`config.mk`:
```
export PLATFORM = sky130hd
export DESIGN_NAME = int_calc_ctrl
export DESIGN_NICKNAME = d
export VERILOG_FILES = /design/src/rtl/int_calc_ctrl.sv
export SDC_FILE = /design/constraint.sdc
export NUM_CORES = 1
export LEC_CHECK = 0
export BUFFER_PORTS_ARGS = -buffer_cell sky130_fd_sc_hd__clkbuf_2
export CAP_MARGIN = 25
export CELL_PAD_IN_SITES_DETAIL_PLACEMENT = 2
export CELL_PAD_IN_SITES_GLOBAL_PLACEMENT = 2
export CORE_ASPECT_RATIO = 1.4
export CORE_MARGIN = 8
export CORE_UTILIZATION = 25
export DETAILED_ROUTE_END_ITERATION = 10
export PLACE_DENSITY = 0.95
export SYNTH_ARGS = -nofsm -noshare
export SYNTH_HDL_FRONTEND = slang
export SYNTH_SLANG_ARGS = --single-unit
```
`constraint.sdc`:
```
create_clock -name clk -period 2.9 [get_ports clk]
set_input_delay 0.29 -clock clk [delete_from_list [all_inputs] [get_ports clk]]
set_output_delay 0.29 -clock clk [all_outputs]
set_load 0.02 [all_outputs]
```
`src/rtl/int_calc_ctrl.sv`:
```
// int_calc_ctrl: single-outstanding request sequencer for the integer
// calculation datapath. One request is accepted in IDLE. Its operands are
// held on calc_a/calc_b while the selected unit's fixed latency elapses.
// The result and flags are then captured into a response that stays valid
// until it is taken.
//
// Handshakes: a transfer happens on a rising edge where valid and ready are
// both high. The requester keeps valid and its payload stable until that
// edge. The controller keeps rsp_valid, rsp_data and rsp_flags stable until
// it sees rsp_ready at a rising edge.
module int_calc_ctrl #(
  parameter int MUL_LAT = 6,
  parameter int DIV_LAT = 36,
  parameter int CNT_W   = 6
) (
  input  logic        clk,
  input  logic        rst_n,
  input  logic        req_valid,
  output logic        req_ready,
  input  logic [2:0]  req_op,
  input  logic [63:0] req_a,
  input  logic [31:0] req_b,
  output logic [63:0] calc_a,
  output logic [31:0] calc_b,
  input  logic [31:0] int_add,
  input  logic [31:0] int_sub,
  input  logic [63:0] int_mul,
  input  logic [31:0] int_div,
  input  logic [31:0] int_mod,
  input  logic        addCo,
  input  logic        addCy,
  input  logic        subCo,
  input  logic        subCy,
  output logic        rsp_valid,
  input  logic        rsp_ready,
  output logic [63:0] rsp_data,
  output logic [3:0]  rsp_flags,
  output logic        busy,
  output logic [1:0]  state_o
);

  typedef enum logic [1:0] {
    S_IDLE = 2'd0,
    S_WAIT = 2'd1,
    S_DONE = 2'd2
  } state_t;

  localparam logic [2:0] OP_ADD = 3'd0;
  localparam logic [2:0] OP_SUB = 3'd1;
  localparam logic [2:0] OP_MUL = 3'd2;
  localparam logic [2:0] OP_DIV = 3'd3;
  localparam logic [2:0] OP_MOD = 3'd4;

  state_t             state_q;
  logic [2:0]         op_q;
  logic [CNT_W-1:0]   cnt_q;
  logic [63:0]        calc_a_q;
  logic [31:0]        calc_b_q;
  logic               rsp_valid_q;
  logic [63:0]        rsp_data_q;
  logic [3:0]         rsp_flags_q;

  logic [63:0]        cap_data_d;
  logic [3:0]         cap_flags_d;
  logic               req_illegal;
  logic               req_dbz;
  logic [63:0]        skip_data_d;
  logic [3:0]         skip_flags_d;
  logic [CNT_W-1:0]   cnt_load_d;

  assign req_ready = (state_q == S_IDLE);
  assign busy      = (state_q != S_IDLE);
  assign state_o   = state_q;
  assign calc_a    = calc_a_q;
  assign calc_b    = calc_b_q;
  assign rsp_valid = rsp_valid_q;
  assign rsp_data  = rsp_data_q;
  assign rsp_flags = rsp_flags_q;

  // Select the datapath result and flags for the latched opcode at capture time.
  always_comb begin
    cap_data_d  = 64'd0;
    cap_flags_d = 4'b0000;
    case (op_q)
      OP_ADD: begin
        cap_data_d  = {32'd0, int_add};
        cap_flags_d = {2'b00, addCy, addCo};
      end
      OP_SUB: begin
        cap_data_d  = {32'd0, int_sub};
        cap_flags_d = {2'b00, subCy, subCo};
      end
      OP_MUL: cap_data_d = int_mul;
      OP_DIV: cap_data_d = {32'd0, int_div};
      OP_MOD: cap_data_d = {32'd0, int_mod};
      default: cap_flags_d = 4'b1000;
    endcase
  end

  // Classify the incoming request. Work out the immediate response for
  // illegal ops and divide-by-zero, and the latency to wait for real ops.
  always_comb begin
    req_illegal  = (req_op > OP_MOD);
    req_dbz      = ((req_op == OP_DIV) || (req_op == OP_MOD)) && (req_b == 32'd0);
    skip_data_d  = 64'd0;
    skip_flags_d = 4'b1000;
    if (!req_illegal) begin
      skip_flags_d = 4'b0100;
      if (req_op == OP_DIV) skip_data_d = 64'h0000_0000_FFFF_FFFF;
      else                  skip_data_d = {32'd0, req_a[31:0]};
    end
    case (req_op)
      OP_ADD, OP_SUB: cnt_load_d = CNT_W'(1);
      OP_MUL:         cnt_load_d = CNT_W'(MUL_LAT);
      default:        cnt_load_d = CNT_W'(DIV_LAT);
    endcase
  end

  // Sequencer FSM: accept, hold operands, count down the latency, hold the response.
  always_ff @(posedge clk) begin
    if (!rst_n) begin
      state_q     <= S_IDLE;
      op_q        <= 3'd0;
      cnt_q       <= '0;
      calc_a_q    <= 64'd0;
      calc_b_q    <= 32'd0;
      rsp_valid_q <= 1'b0;
      rsp_data_q  <= 64'd0;
      rsp_flags_q <= 4'b0000;
    end else begin
      case (state_q)
        S_IDLE: begin
          if (req_valid) begin
            op_q     <= req_op;
            calc_a_q <= req_a;
            calc_b_q <= req_b;
            if (req_illegal || req_dbz) begin
              // The divider never sees a zero divisor. Answer straight away.
              rsp_data_q  <= skip_data_d;
              rsp_flags_q <= skip_flags_d;
              rsp_valid_q <= 1'b1;
              state_q     <= S_DONE;
            end else begin
              cnt_q   <= cnt_load_d;
              state_q <= S_WAIT;
            end
          end
        end
        S_WAIT: begin
          cnt_q <= cnt_q - CNT_W'(1);
          if (cnt_q == CNT_W'(1)) begin
            rsp_data_q  <= cap_data_d;
            rsp_flags_q <= cap_flags_d;
            rsp_valid_q <= 1'b1;
            state_q     <= S_DONE;
          end
        end
        S_DONE: begin
          if (rsp_ready) begin
            rsp_valid_q <= 1'b0;
            state_q     <= S_IDLE;
          end
        end
        default: state_q <= S_IDLE;
      endcase
    end
  end

endmodule

```
==> flow_metrics.env <==
export IMPL_status="complete, no violations"
export IMPL_synth_seq_area_share=0.426
export IMPL_holdWs_ns=0.0568
export IMPL_insertion_delay_ns=0.44
export IMPL_drtIter0Drc=367
export IMPL_yosys_area_top_type="dfxtp_1"
export IMPL_vias_per_cell=5.07
export IMPL_crit_path_max_incr_delay_ns=0.54
export IMPL_portBuffers=467
export IMPL_peakVddDrop_v=0.000336
export IMPL_synthTopCellsByArea="dfxtp_1 (43%), nand2_1 (15%), mux2i_1 (12%)"
export IMPL_worstPathMaxFanout=45
export IMPL_power_mw=6.54
export IMPL_drc=0
export IMPL_syn_avg_cell_area_sq_um=8.11
export IMPL_syn_area_sq_um=8260
export IMPL_end_kind="flip-flop"
export IMPL_hpwl_um=35200
export IMPL_ys_warn_count=0
export IMPL_crit_arrival_ns=2.66
export IMPL_critPathBufInv=2
export IMPL_grt_overflow=0
export IMPL_fin_area_sq_um=11600
export IMPL_cp_top_family="compound AO/OA/AOI/OAI gates"
export IMPL_grt_max_degree=101
export IMPL_grt_pass1_wl_um=66400
export IMPL_slew_viol_final=0
export IMPL_synth_edff_count=0
export IMPL_timing_setup_tns_ns=0
export IMPL_numCtsBuffers=17
export IMPL_rsz0062_at_grt="no"
export IMPL_cts_sinks=176
export IMPL_postCtsSetupBuffers=0
export IMPL_nets=1736
export IMPL_hold_violations=0
export IMPL_core_sq_um=32900
export IMPL_min_period_ns=2.33
export IMPL_totalWireLength_um=45000
export IMPL_antenna_found_initial=2
export IMPL_clock_skew_ns=0.00824
export IMPL_ctsHtreeMaxLevel=4
export IMPL_num_vias=9604
export IMPL_max_cap_viol_count=0
export IMPL_drive_above_1_share=0.372
export IMPL_cts_resized=0
export IMPL_grt_util_all_layers=0.222
export IMPL_die_w_um=170
export IMPL_worstPathRequired_ns=3.23
export IMPL_netlist_area_leader_share=0.426
export IMPL_netlist_instances=1019
export IMPL_clockBufferDepth=2
export IMPL_cpMaxStageDelayCell="a2111o_2"
export IMPL_synth_seq_cells=176
export IMPL_start_util=0.251
export IMPL_hold_depth=2
export IMPL_cts_tree="done"
export IMPL_die_area_sq_um=39200
export IMPL_hold_buffers=0
export IMPL_async_flop_share=0
export IMPL_r2r_cells=6
export IMPL_startpoint_type="flip-flop"
export IMPL_p_leak_nw=5.48
export IMPL_slew_headroom=0.581
export IMPL_cp_depth=6
export IMPL_cts_root_buffer="clkbuf_16"
export IMPL_criticalPathCategory="reg2reg"
export IMPL_p_per_area_nw_per_um2=562
export IMPL_rows=79
export IMPL_syn_nets=1320
export IMPL_hold_path_class="in2reg"
export IMPL_ant_nets=0
export IMPL_finalSetupViolCount=0
export IMPL_wl_per_cell_um=23.8
export IMPL_path_cells="inv_1 -> nor4b_2 -> a22oi_1 -> a2111o_2 -> buf_12 -> mux2i_1"
export IMPL_path_clk_slew_ns=0.07
export IMPL_post_route_period_util=0.802
export IMPL_synthFlopType="dfxtp_1"
export IMPL_synthDistinctLibCells=43
export IMPL_gp_congestion=0.887
export IMPL_die_height_um=231
export IMPL_synthToLayoutAreaGrowth_pct=40.8
export IMPL_worstMarginPinSlew_ns=0.629
export IMPL_grt_pass1_vias=10925
export IMPL_timing_fmax_ghz=0.430
export IMPL_postPlaceCellArea_sq_um=11000
export IMPL_firstDrtPassIters=4
export IMPL_ios=468
[area by class of cell]
cell class | instances | area (sq um)
Fill cell | 3925 | 21300
Multi-Input combinational cell | 742 | 4370
Sequential cell | 176 | 3530
Timing Repair Buffer | 491 | 2570
Tap cell | 445 | 557
Clock buffer | 19 | 453
Clock inverter | 13 | 128
Inverter | 7 | 28.8
Antenna cell | 2 | 5.00
[worst paths after layout]
path                                               from                        end  slack (ns)
worst max-delay path            state_o[0]$_SDFFE_PN0P_  rsp_data[37]$_SDFFE_PN0P_        0.57
worst min-delay path                          rsp_ready     rsp_valid$_SDFFE_PN0P_        0.06
worst max register to register  state_o[0]$_SDFFE_PN0P_  rsp_data[37]$_SDFFE_PN0P_        0.57
worst min register to register  calc_a[61]$_SDFFE_PN0P_    calc_a[61]$_SDFFE_PN0P_        0.46
[logic make-up after synthesis]
| family | after synthesis | share of synthesized area |
|---|---|---|
| AOI/OAI and AO/OA | 254 | 0.210 |
| and+or+nand+nor | 383 | 0.185 |
| DFF | 176 | 0.426 |
| buffers and inverters | 101 | 0.0504 |
| muxes | 102 | 0.124 |
| adders and majority gates | 2 | 0.00303 |
| xor gates and xnor gates | 1 | 0.00106 |
[cell usage in the layout (no fill, tap or decap), types with 6 or more instances in the layout]
cell type,netlist,final
buf_4,6,21
clkbuf_16,0,17
inv_1,6,6
nor4_1,10,10
dfxtp_1,176,174
o221ai_1,32,32
a2bb2oi_1,32,32
mux2i_1,100,100
a21oi_1,104,104
a22oi_1,34,34
nand2_1,341,340
nor2_1,8,8
o211ai_1,33,33
clkbuf_2,0,466
[power by group]
| group | leakage [nW] | internal, mW | total (mW) | switching (mW) |
|---|---|---|---|---|
| clock | 0.283 | 1.25 | 2.34 | 1.09 |
| sequential | 1.44 | 2.56 | 2.67 | 0.106 |
| combinational | 3.77 | 0.569 | 1.53 | 0.960 |
[per-layer routing]
layer	global-route usage	vias to the layer above	wire length (um)
met5	0	-	0
met4	0.108	0	1920
met3	0.0499	92	2380
met2	0.406	332	23700
met1	0.237	4752	17000
li1	-	4428	-
[per-stage QoR]
| step | setup slack [ns] | util | std cells |
|---|---|---|---|
| 2_1_floorplan | 0.884 | - | 1019 |
| 3_3_place_gp | 0.328 | 0.336 | 1861 |
| 3_5_place_dp | 0.238 | 0.336 | 1861 |
| 4_1_cts | 0.563 | 0.353 | 1893 |
| 5_1_grt | 0.411 | 0.353 | 1895 |
| 6_report | 0.575 | 0.353 | 1895 |
[flip-flops by register name, summed over array words and instances, names as in the netlist]
register	flops
rsp_data	64
op_q	3
rsp_flags	4
calc_a	64
rsp_valid	1
state_o	2
calc_b	32
cnt_q	6
[synth_stat cells, types with 2 or more instances]
library cell and instances:
a2111o_1 2, a211o_1 3, a21oi_1 104, a22oi_1 34
a2bb2oi_1 32, a31oi_1 2, and2_1 2, and3b_1 2
buf_2 6, buf_4 6, clkbuf_1 80, dfxtp_1 176
ha_1 2, inv_1 6, mux2_2 2, mux2i_1 100
nand2_1 341, nand2b_1 2, nand3_1 4, nand3b_1 2
nand4_1 3, nor2_1 8, nor2b_1 4, nor3_1 2
nor4_1 10, o211ai_1 33, o21ai_0 4, o221ai_1 32
No activity file was read; power rests on OpenSTA's default activity.
